===== src/rtl/multi_watchdog.sv =====
// Multi-channel watchdog: per-channel heartbeat timeout with warning, optional early-kick window,
// one stretched force_reset pulse per idle period, a first-fault record and a saturating trip counter.
module multi_watchdog #(
    parameter int NUM_CH      = 4,
    parameter int CNT_W       = 32,
    parameter int TIMEOUT_CYC = 16,
    parameter int WARN_CYC    = 12,
    parameter int WIN_MIN     = 0,
    parameter int RST_PULSE   = 4,
    parameter int CH_W        = (NUM_CH > 1) ? $clog2(NUM_CH) : 1
) (
    input  logic              clk,
    input  logic              rstn,
    input  logic [NUM_CH-1:0] enable,
    input  logic [NUM_CH-1:0] heartbeat,
    input  logic              clear,
    input  logic              force_req,
    output logic [NUM_CH-1:0] warning,
    output logic [NUM_CH-1:0] triggered,
    output logic              force_reset,
    output logic              fault_valid,
    output logic [CH_W-1:0]   fault_ch,
    output logic [1:0]        fault_cause,
    output logic [7:0]        trip_count
);

    localparam logic [CNT_W-1:0] L_TO     = CNT_W'(TIMEOUT_CYC);
    localparam logic [CNT_W-1:0] L_TO_M1  = CNT_W'(TIMEOUT_CYC - 1);
    localparam logic [CNT_W-1:0] L_WARN   = CNT_W'(WARN_CYC);
    localparam int               PW       = (RST_PULSE > 1) ? $clog2(RST_PULSE + 1) : 1;
    localparam logic [PW-1:0]    L_PULSE  = PW'(RST_PULSE);
    localparam int               ADD_W    = $clog2(NUM_CH + 2);

    typedef enum logic {
        PS_IDLE   = 1'b0,
        PS_ACTIVE = 1'b1
    } pulse_state_t;

    logic [NUM_CH-1:0] w_trip_early;
    logic [NUM_CH-1:0] w_trip_tout;
    logic [NUM_CH-1:0] w_trip;
    logic [NUM_CH-1:0] w_warn;
    logic [NUM_CH-1:0] w_trig;
    logic              w_force_evt;
    logic              w_event;

    // Per-channel counter, warning and latched trip.
    for (genvar g = 0; g < NUM_CH; g++) begin : g_ch
        logic [CNT_W-1:0] r_cnt;
        logic             r_warn;
        logic             r_trig;
        logic [CNT_W-1:0] w_cnt_inc;
        logic             w_early_zone;
        logic             w_live;

        if (WIN_MIN > 0) begin : g_win
            assign w_early_zone = (r_cnt < CNT_W'(WIN_MIN));
        end else begin : g_nowin
            assign w_early_zone = 1'b0;
        end

        assign w_cnt_inc       = r_cnt + CNT_W'(1);
        assign w_live          = !clear && enable[g] && !r_trig;
        assign w_trip_early[g] = w_live && heartbeat[g] && w_early_zone;
        assign w_trip_tout[g]  = w_live && !heartbeat[g] && (r_cnt == L_TO_M1);
        assign w_warn[g]       = r_warn;
        assign w_trig[g]       = r_trig;

        always_ff @(posedge clk) begin
            if (!rstn) begin
                r_cnt  <= '0;
                r_warn <= 1'b0;
                r_trig <= 1'b0;
            end else if (clear) begin
                r_cnt  <= '0;
                r_warn <= 1'b0;
                r_trig <= 1'b0;
            end else if (!enable[g]) begin
                r_cnt  <= '0;
                r_warn <= 1'b0;
            end else if (r_trig) begin
                r_cnt  <= r_cnt;
            end else if (heartbeat[g] && w_early_zone) begin
                r_trig <= 1'b1;
                r_warn <= 1'b0;
            end else if (heartbeat[g]) begin
                r_cnt  <= '0;
                r_warn <= 1'b0;
            end else if (r_cnt == L_TO_M1) begin
                r_trig <= 1'b1;
                r_cnt  <= L_TO;
                r_warn <= 1'b0;
            end else begin
                r_cnt  <= w_cnt_inc;
                r_warn <= (w_cnt_inc >= L_WARN);
            end
        end
    end

    assign warning     = w_warn;
    assign triggered   = w_trig;
    assign w_trip      = w_trip_early | w_trip_tout;
    assign w_force_evt = force_req && !clear;
    assign w_event     = (|w_trip) || w_force_evt;

    // Lowest-index tripping channel wins; with no channel trip the cause is the force request.
    logic [CH_W-1:0] w_ff_ch;
    logic [1:0]      w_ff_cause;

    always_comb begin
        w_ff_ch    = '0;
        w_ff_cause = 2'b11;
        for (int i = NUM_CH - 1; i >= 0; i--) begin
            if (w_trip[i]) begin
                w_ff_ch    = CH_W'(i);
                w_ff_cause = w_trip_early[i] ? 2'b10 : 2'b01;
            end
        end
    end

    logic [ADD_W-1:0] w_trip_add;
    logic [31:0]      w_tc_sum;
    logic [7:0]       w_tc_next;
    logic [7:0]       r_trip_count;

    always_comb begin
        w_trip_add = ADD_W'(w_force_evt);
        for (int i = 0; i < NUM_CH; i++) begin
            w_trip_add = w_trip_add + ADD_W'(w_trip[i]);
        end
        w_tc_sum  = 32'(r_trip_count) + 32'(w_trip_add);
        w_tc_next = (w_tc_sum > 32'd255) ? 8'hFF : w_tc_sum[7:0];
    end

    always_ff @(posedge clk) begin
        if (!rstn) begin
            r_trip_count <= 8'd0;
        end else begin
            r_trip_count <= w_tc_next;
        end
    end

    assign trip_count = r_trip_count;

    logic            r_fault_valid;
    logic [CH_W-1:0] r_fault_ch;
    logic [1:0]      r_fault_cause;

    always_ff @(posedge clk) begin
        if (!rstn) begin
            r_fault_valid <= 1'b0;
            r_fault_ch    <= '0;
            r_fault_cause <= 2'b00;
        end else if (clear) begin
            r_fault_valid <= 1'b0;
        end else if (!r_fault_valid && w_event) begin
            r_fault_valid <= 1'b1;
            r_fault_ch    <= w_ff_ch;
            r_fault_cause <= w_ff_cause;
        end
    end

    assign fault_valid = r_fault_valid;
    assign fault_ch    = r_fault_ch;
    assign fault_cause = r_fault_cause;

    // Pulse stretcher: events while ACTIVE are ignored, so a pulse is never extended or restarted.
    pulse_state_t  r_pstate;
    pulse_state_t  w_pstate_nxt;
    logic [PW-1:0] r_pcnt;
    logic [PW-1:0] w_pcnt_nxt;
    logic          r_force;

    always_comb begin
        w_pstate_nxt = r_pstate;
        w_pcnt_nxt   = r_pcnt;
        case (r_pstate)
            PS_IDLE: begin
                if (w_event) begin
                    w_pstate_nxt = PS_ACTIVE;
                    w_pcnt_nxt   = PW'(1);
                end
            end
            PS_ACTIVE: begin
                if (r_pcnt == L_PULSE) begin
                    w_pstate_nxt = PS_IDLE;
                    w_pcnt_nxt   = '0;
                end else begin
                    w_pcnt_nxt   = r_pcnt + PW'(1);
                end
            end
            default: begin
                w_pstate_nxt = PS_IDLE;
                w_pcnt_nxt   = '0;
            end
        endcase
    end

    always_ff @(posedge clk) begin
        if (!rstn) begin
            r_pstate <= PS_IDLE;
            r_pcnt   <= '0;
            r_force  <= 1'b0;
        end else begin
            r_pstate <= w_pstate_nxt;
            r_pcnt   <= w_pcnt_nxt;
            r_force  <= (w_pstate_nxt == PS_ACTIVE);
        end
    end

    assign force_reset = r_force;

endmodule


===== config.mk =====
export PLATFORM = sky130hd
export DESIGN_NAME = multi_watchdog
export DESIGN_NICKNAME = d
export VERILOG_FILES = /design/src/rtl/multi_watchdog.sv
export SDC_FILE = /design/constraint.sdc
export NUM_CORES = 1
export LEC_CHECK = 0
export BUFFER_PORTS_ARGS = -buffer_cell sky130_fd_sc_hd__buf_2
export CORE_ASPECT_RATIO = 1.25
export CORE_MARGIN = 5
export CORE_UTILIZATION = 60
export CTS_CLUSTER_DIAMETER = 80
export DETAILED_ROUTE_END_ITERATION = 12
export PLACE_DENSITY = 0.79
export SYNTH_ARGS = -nofsm -noshare
export SYNTH_HDL_FRONTEND = slang
export SYNTH_SLANG_ARGS = --single-unit

===== constraint.sdc =====
create_clock -name clk -period 6.5 [get_ports clk]
set_input_delay 0.325 -clock clk [delete_from_list [all_inputs] [get_ports clk]]
set_output_delay 0.325 -clock clk [all_outputs]
set_load 0.01 [all_outputs]

==> results.sh, run 1 <==
export IMPL_clockRootBuffer="clkbuf_16"
export IMPL_drv_slew=0
export IMPL_crit_type="flip-flop to flip-flop"
export IMPL_ir_drop_mv=0.185
export IMPL_endpoint_kind="flip-flop"
export IMPL_clk_path_buf_depth=2
export IMPL_grtUsageTotal_pct=26.5
export IMPL_relSlewSlack_pct=16.6
export IMPL_grt_max_degree=40
export IMPL_seqCellArea_sq_mm=0.00306
export IMPL_fin_crit_sh_pct=67.5
export IMPL_drt_iter0_markers=1211
export IMPL_pwr_share_clk_pct=50.7
export IMPL_tightest_slew_ns=1.25
export IMPL_min_delay_path_class="primary input to flip-flop"
export IMPL_antenna_cells=0
export IMPL_skew_ns=0.0106
export IMPL_htree_levels=4
export IMPL_drv_cap=0
export IMPL_yosysSeqAreaShare_pct=29.9
export IMPL_place_area_sq_mm=0.0102
export IMPL_fin_setup_tns_ns=0
export IMPL_grt_pass1_wl_um=44600
export IMPL_power_frac_comb_pct=4.3
export IMPL_num_fill_cells=1517
export IMPL_synthXorXnorAreaFrac_pct=5.04
export IMPL_design_area_sq_mm=0.0109
export IMPL_hold_buffers=0
export IMPL_r2r_slack_ns=2.11
export IMPL_gp_congestion=0.894
export IMPL_synth_top_family_by_area="simple AND/OR/NAND/NOR gates"
export IMPL_yosys_area_share_simple_pct=35.4
export IMPL_fp_row_count=53
export IMPL_synth_compound_area_share_pct=20.8
export IMPL_clkTransAtPathRegs_ns=0.06
export IMPL_die_w_um=127
export IMPL_synth_distinct_cells=77
export IMPL_dr_pass1_iters=7
export IMPL_drcViolationCount=0
export IMPL_synthToLayoutAreaGrowth_pct=6.08
export IMPL_async_flop_share_pct=0
export IMPL_rsz0062_at_grt="false"
export IMPL_gr_total_overflow=0
export IMPL_max_freq_mhz=228
export IMPL_syn_nets=1435
export IMPL_postCtsSetupRepairBufs=0
export IMPL_fp_dieArea_sq_mm=0.0198
export IMPL_clock_sinks=153
export IMPL_power_internal_w=0.00161
export IMPL_switchingPower_w=0.000490
export IMPL_avgViaCountPerCell=6.50
export IMPL_dp_hpwl_um=17600
export IMPL_power_share_sequential_pct=45.0
export IMPL_critPathRequiredTime_ns=6.80
export IMPL_layout_min_cycle_time_ns=4.39
export IMPL_cts_buffers=17
export IMPL_insertion_delay_ns=0.43
export IMPL_netlist_area_sq_mm=0.0103
export IMPL_arrival_ns=4.68
export IMPL_final_setup_viol_count=0
export IMPL_route_vias_total=10300
export IMPL_synth_flop_cell="dfxtp_1"
export IMPL_cp_start_kind="flip-flop"
export IMPL_synth_seq_cells=153
export IMPL_synthMuxAreaShare_pct=0.598
export IMPL_io_buffers=33
export IMPL_post_cts_resized=0
export IMPL_start_util_pct=60.9
export IMPL_ant_nets=0
export IMPL_ios=34
export IMPL_totalWireLength_um=26300
export IMPL_finalHoldViolCount=0
export IMPL_die_y_um=156
export IMPL_avgRoutedWirePerCell_um=16.6
export IMPL_yosys_area_share_adder_pct=2.05
export IMPL_path_max_fanout=9
export IMPL_grt_pass1_vias=9394
export IMPL_syn_mean_instance_area_sq_um=7.28
export IMPL_drive_gt1_share_pct=8.10
export IMPL_syn_inst=1408
export IMPL_multi_input_area_sq_mm=0.00657
export IMPL_swShare_pct=23.3
export IMPL_core_sq_mm=0.0168
export IMPL_layout_nets=1372
export IMPL_antenna_found_initial=0
export IMPL_synth_edff_count=0
export IMPL_p_leak_nw=3.79
export IMPL_yosysWarnings=0
export IMPL_outcome="complete, no violations"
export IMPL_power_density_mw_per_mm2=193
export IMPL_cts_tree="built"
Yosys cell counts, types with 11 or more instances:
library cell  number  area, sq um
xor2_1            18          158
nand3b_1          28          210
nor4_1            34          213
o21ai_0           92          460
clkbuf_1          91          342
and3_1            39          244
nand3_1           65          325
xnor2_1           41          359
buf_2             24          120
a21oi_1          151          756
inv_1             19         71.3
a31oi_1           30          188
or4_1             22          165
nor3_1            57          285
ha_1              12          150
nand4b_1          12          105
a21o_1            23          173
or3_1             34          213
nand2_1           80          300
nor2_1           165          619
and4_1            16          140
dfxtp_1          153         3060
a22oi_1           11         82.6
and2_1            11         68.8
nand4_1           43          269
power by group through the flow:
stage               Combinational (W)  Clock [W]  Sequential (W)
floorplan                   0.0000616          0        0.000967
global placement            0.0000884          0        0.000967
detailed placement          0.0000903          0        0.000968
CTS                         0.0000910    0.00108        0.000946
global route                 0.000102    0.00112        0.000946
finish                      0.0000914    0.00107        0.000946
flip-flops by register name, indices dropped and copies added (netlist names):
name	count
fault_cause	2
fault_valid	1
g_ch.r_trig	4
g_ch.r_warn	4
force_reset	1
r_pcnt	3
g_ch.r_cnt	128
fault_ch	2
trip_count	8
cell type report:
type / instances / area share [%]
Sequential cell: 153 / 28.2
Tap cell: 220 / 2.53
Timing Repair Buffer: 47 / 2.48
Clock inverter: 15 / 1.85
Inverter: 19 / 0.656
Multi-Input combinational cell: 1107 / 60.4
Clock buffer: 17 / 3.91
final timing paths:
check	startpoint	cells after the start	to
max	g_ch[0].r_cnt[0]	15	trip_count[1]
max reg2reg	g_ch[0].r_cnt[0]	15	trip_count[1]
min reg2reg	fault_cause[0]	2	fault_cause[0]
min	enable[1]	3	g_ch[1].r_trig
layer usage:
layer / vias up / global-route usage, % / part of all wire [%]
met4: 0 / 9.04 / 1.9
met2: 319 / 45.1 / 49
met5: - / 0 / 0
met3: 46 / 5.07 / 5.7
met1: 4872 / 33.6 / 44
li1: 5025 / - / -
logic make-up (layout without fill, tap and decap cells):
| family | count (synthesis) | after routing |
|---|---|---|
| compound gates | 368 | 368 |
| fa+ha+maj | 15 | 15 |
| xor+xnor | 59 | 59 |
| buf+inv | 148 | 98 |
| mux | 6 | 6 |
| simple gates | 659 | 659 |
| flops | 153 | 153 |
metrics by stage:
step           power [W]  setup slack (ns)  util, %  hold slack [ns]  std cells
2_1_floorplan    0.00103              2.45        -            0.458       1408
3_3_place_gp     0.00106              2.31     60.9            0.480       1546
3_5_place_dp     0.00106              2.20     60.9            0.481       1546
4_1_cts          0.00212              2.15     64.6            0.178       1578
5_1_grt          0.00216              1.79     64.6            0.196       1578
6_report         0.00210              2.11     64.6            0.183       1578
worst max-delay path, cell delays in order (launching register included):
cell,delay [ns]
dfxtp_1,0.44
ha_1,0.36
and3_1,0.24
nand2b_1,0.09
nor4_1,0.66
fa_1,0.28
inv_1,0.05
fa_1,0.50
inv_1,0.05
ha_1,0.20
fa_1,0.38
and2_1,0.18
o21ai_0,0.40
nor2_1,0.22
nor2_1,0.14
nor2_1,0.05
cell usage in the layout, fill, tap and decap left out, types with 12 or more instances in the layout:
| master | instances |
|---|---|
| nor2_1 | 165 |
| dfxtp_1 | 153 |
| a21oi_1 | 151 |
| o21ai_0 | 92 |
| nand2_1 | 80 |
| nand3_1 | 65 |
| nor3_1 | 53 |
| nand4_1 | 43 |
| xnor2_1 | 41 |
| and3_1 | 39 |
| nor4_1 | 34 |
| or3_1 | 34 |
| buf_2 | 33 |
| a31oi_1 | 30 |
| nand3b_1 | 28 |
| a21o_1 | 23 |
| or4_1 | 22 |
| inv_1 | 19 |
| xor2_1 | 18 |
| clkbuf_16 | 17 |
| and4_1 | 16 |
| buf_4 | 14 |
| nand4b_1 | 12 |
| ha_1 | 12 |
Note: power is estimated with default switching activity, not from simulation.
==> run 2, diff against run 1 <==
==> constraint.sdc (replaced) <==
create_clock -name clk -period 4.5 [get_ports clk]
set_input_delay 0.225 -clock clk [delete_from_list [all_inputs] [get_ports clk]]
set_output_delay 0.225 -clock clk [all_outputs]
set_load 0.01 [all_outputs]
==> results.sh, run 2 (synthesis gave the netlist of run 1 again) <==
export IMPL_outcome="complete, no violations"
export IMPL_hold_path_cell_count=3
export IMPL_insertion_delay_ns=0.44
export IMPL_finalHoldViolCount=0
export IMPL_dr_pass1_iters=5
export IMPL_seqCellArea_sq_mm=0.00306
export IMPL_cts_buffers=17
export IMPL_multi_input_area_sq_mm=0.00658
export IMPL_power_density_mw_per_mm2=274
export IMPL_max_freq_mhz=245
export IMPL_ant_nets=0
export IMPL_fp_dieArea_sq_mm=0.0198
export IMPL_r2r_end="trip_count[1]"
export IMPL_layout_min_cycle_time_ns=4.08
export IMPL_finalCoreUtilization_pct=64.6
export IMPL_io_buffers=33
export IMPL_drv_slew=0
export IMPL_cp_startpoint="g_ch[2].r_cnt[0]"
export IMPL_critPathBufInv=3
export IMPL_start_util_pct=60.9
export IMPL_largest_register_ffs=128
export IMPL_antenna_cells=0
export IMPL_critPathMaxStageDelay_ns=0.50
export IMPL_grtUsageTotal_pct=26.1
export IMPL_skew_ns=0.00719
export IMPL_crit_type="flip-flop to flip-flop"
export IMPL_drv_cap=0
export IMPL_setup_slack_ns=0.422
export IMPL_antenna_found_initial=0
export IMPL_clock_sinks=153
export IMPL_num_fill_cells=1506
export IMPL_path_max_fanout=7
export IMPL_p_leak_nw=3.81
export IMPL_final_common_cell="nor2_1"
export IMPL_fin_setup_tns_ns=0
export IMPL_core_sq_mm=0.0168
export IMPL_totalWireLength_um=25900
export IMPL_fp_row_count=53
export IMPL_dp_hpwl_um=17700
export IMPL_hold_worst_slack_ns=0.0747
export IMPL_r2r_slack_ns=0.42
export IMPL_r2r_cells=17
export IMPL_die_y_um=156
export IMPL_final_cell_mix="165 x nor2_1, 153 x dfxtp_1, 151 x a21oi_1, 91 x o21ai_0, 80 x nand2_1"
export IMPL_rr_startpoint="g_ch[2].r_cnt[0]"
export IMPL_avgViaCountPerCell=6.44
export IMPL_drive_gt1_share_pct=8.30
export IMPL_clkTransAtPathRegs_ns=0.06
export IMPL_min_delay_path_class="primary input to flip-flop"
export IMPL_clk_path_buf_depth=2
export IMPL_rsz0062_at_grt="false"
export IMPL_tightest_slew_ns=1.20
export IMPL_place_ws_ns=0.279
export IMPL_gr_total_overflow=0
export IMPL_critPathRequiredTime_ns=4.81
export IMPL_cp_num_cells=17
export IMPL_grt_pass1_wl_um=43800
export IMPL_die_w_um=127
export IMPL_largest_register="g_ch.r_cnt"
export IMPL_drt_iter0_markers=1036
export IMPL_dp_cells=1549
export IMPL_fin_crit_sh_pct=90.6
export IMPL_synthToLayoutAreaGrowth_pct=6.14
export IMPL_relSlewSlack_pct=20.0
export IMPL_ios=34
export IMPL_clockRootBuffer="clkbuf_16"
export IMPL_route_vias_total=10200
export IMPL_postCtsSetupRepairBufs=0
export IMPL_cp_slowest_cell="fa_1"
export IMPL_crit_family="adder cells"
export IMPL_drcViolationCount=0
export IMPL_grt_max_degree=39
export IMPL_avgRoutedWirePerCell_um=16.4
export IMPL_cp_start_kind="flip-flop"
export IMPL_endpoint_kind="flip-flop"
export IMPL_fin_cells=1581
export IMPL_arrival_ns=4.39
export IMPL_final_setup_viol_count=0
export IMPL_htree_levels=4
export IMPL_ir_drop_mv=0.276
export IMPL_grt_pass1_vias=9060
export IMPL_path_cells="ha_1 -> and3_4 -> nand2b_1 -> nor4_1 -> nand2_1 -> inv_1 -> fa_1 -> inv_1 -> fa_1 -> inv_1 -> ha_1 -> fa_1 -> and2_1 -> o21ai_1 -> nor2_1 -> nor2_1 -> nor2_1"
export IMPL_gp_congestion=0.904
export IMPL_cts_tree="built"
export IMPL_layout_nets=1375
export IMPL_crit_path_end="trip_count[1]"
==> run 2: changes by cell type in the layout (fill, tap and decap cells not counted) <==
cell       delta
buf_4         +3
clkinv_4      -3
nor3_2        -1
clkinv_2      +3
nor3_4        +1
o21ai_1       +1
inv_6         -1
bufinv_16     -1
o21ai_0       -1
clkbuf_8      +2
==> run 2: worst reg2reg max path, cell delays in order (launching register included) <==
cell and delay [ns]:
dfxtp_1 0.43, ha_1 0.26, and3_4 0.23, nand2b_1 0.07, nor4_1 0.45, nand2_1 0.21
inv_1 0.14, fa_1 0.17, inv_1 0.05, fa_1 0.50, inv_1 0.05, ha_1 0.20
fa_1 0.38, and2_1 0.18, o21ai_1 0.27, nor2_1 0.18, nor2_1 0.13, nor2_1 0.05
==> run 2: layer usage <==
layer / routed length (um) / track usage (%)
met4: 488 / 8.79
met1: 11400 / 33.8
met3: 1370 / 5.14
met2: 12700 / 43.7
met5: 0 / 0
==> run 2: how the worst min path moves through the flow <==
stage	from	slack, ns	to
after detailed placement	fault_cause[0]	0.49	fault_cause[0]
after CTS	enable[3]	0.07	g_ch[3].r_trig
after floorplan	rstn	0.36	trip_count[6]
final	enable[3]	0.07	g_ch[3].r_trig
after global placement	fault_cause[0]	0.48	fault_cause[0]
after global routing	enable[3]	0.09	g_ch[3].r_trig
==> run 2: repair_timing <==
item / CTS / global route
setup endpoints to repair: 0 / 8
gates resized for setup: 0 / 1
hold buffers: 0 / 0
==> run 2: area by class of cell <==
cell class,instances,share of cell area (%)
clock buffers,19,4.16
clock inverters,13,1.39
inverters,19,0.655
multi-input cells,1107,60.4
flip-flops and latches,153,28.1
well taps,220,2.53
repair buffers,50,2.69
==> run 2: metrics by stage <==
step / power, W / cell area (sq um)
finish: 0.00299 / 10900
global placement: 0.00153 / 10300
global route: 0.00309 / 10900
CTS: 0.00300 / 10900
floorplan: 0.00149 / 10300
detailed placement: 0.00153 / 10300
==> run 2: power breakdown <==
part | switching (W) | total (W) | leakage, nW | internal, W
sequential | 0.00000749 | 0.00137 | 1.23 | 0.00136
combinational | 0.0000884 | 0.000131 | 2.28 | 0.0000431
clock | 0.000593 | 0.00149 | 0.294 | 0.000895
total | 0.000689 | 0.00299 | 3.81 | 0.00230
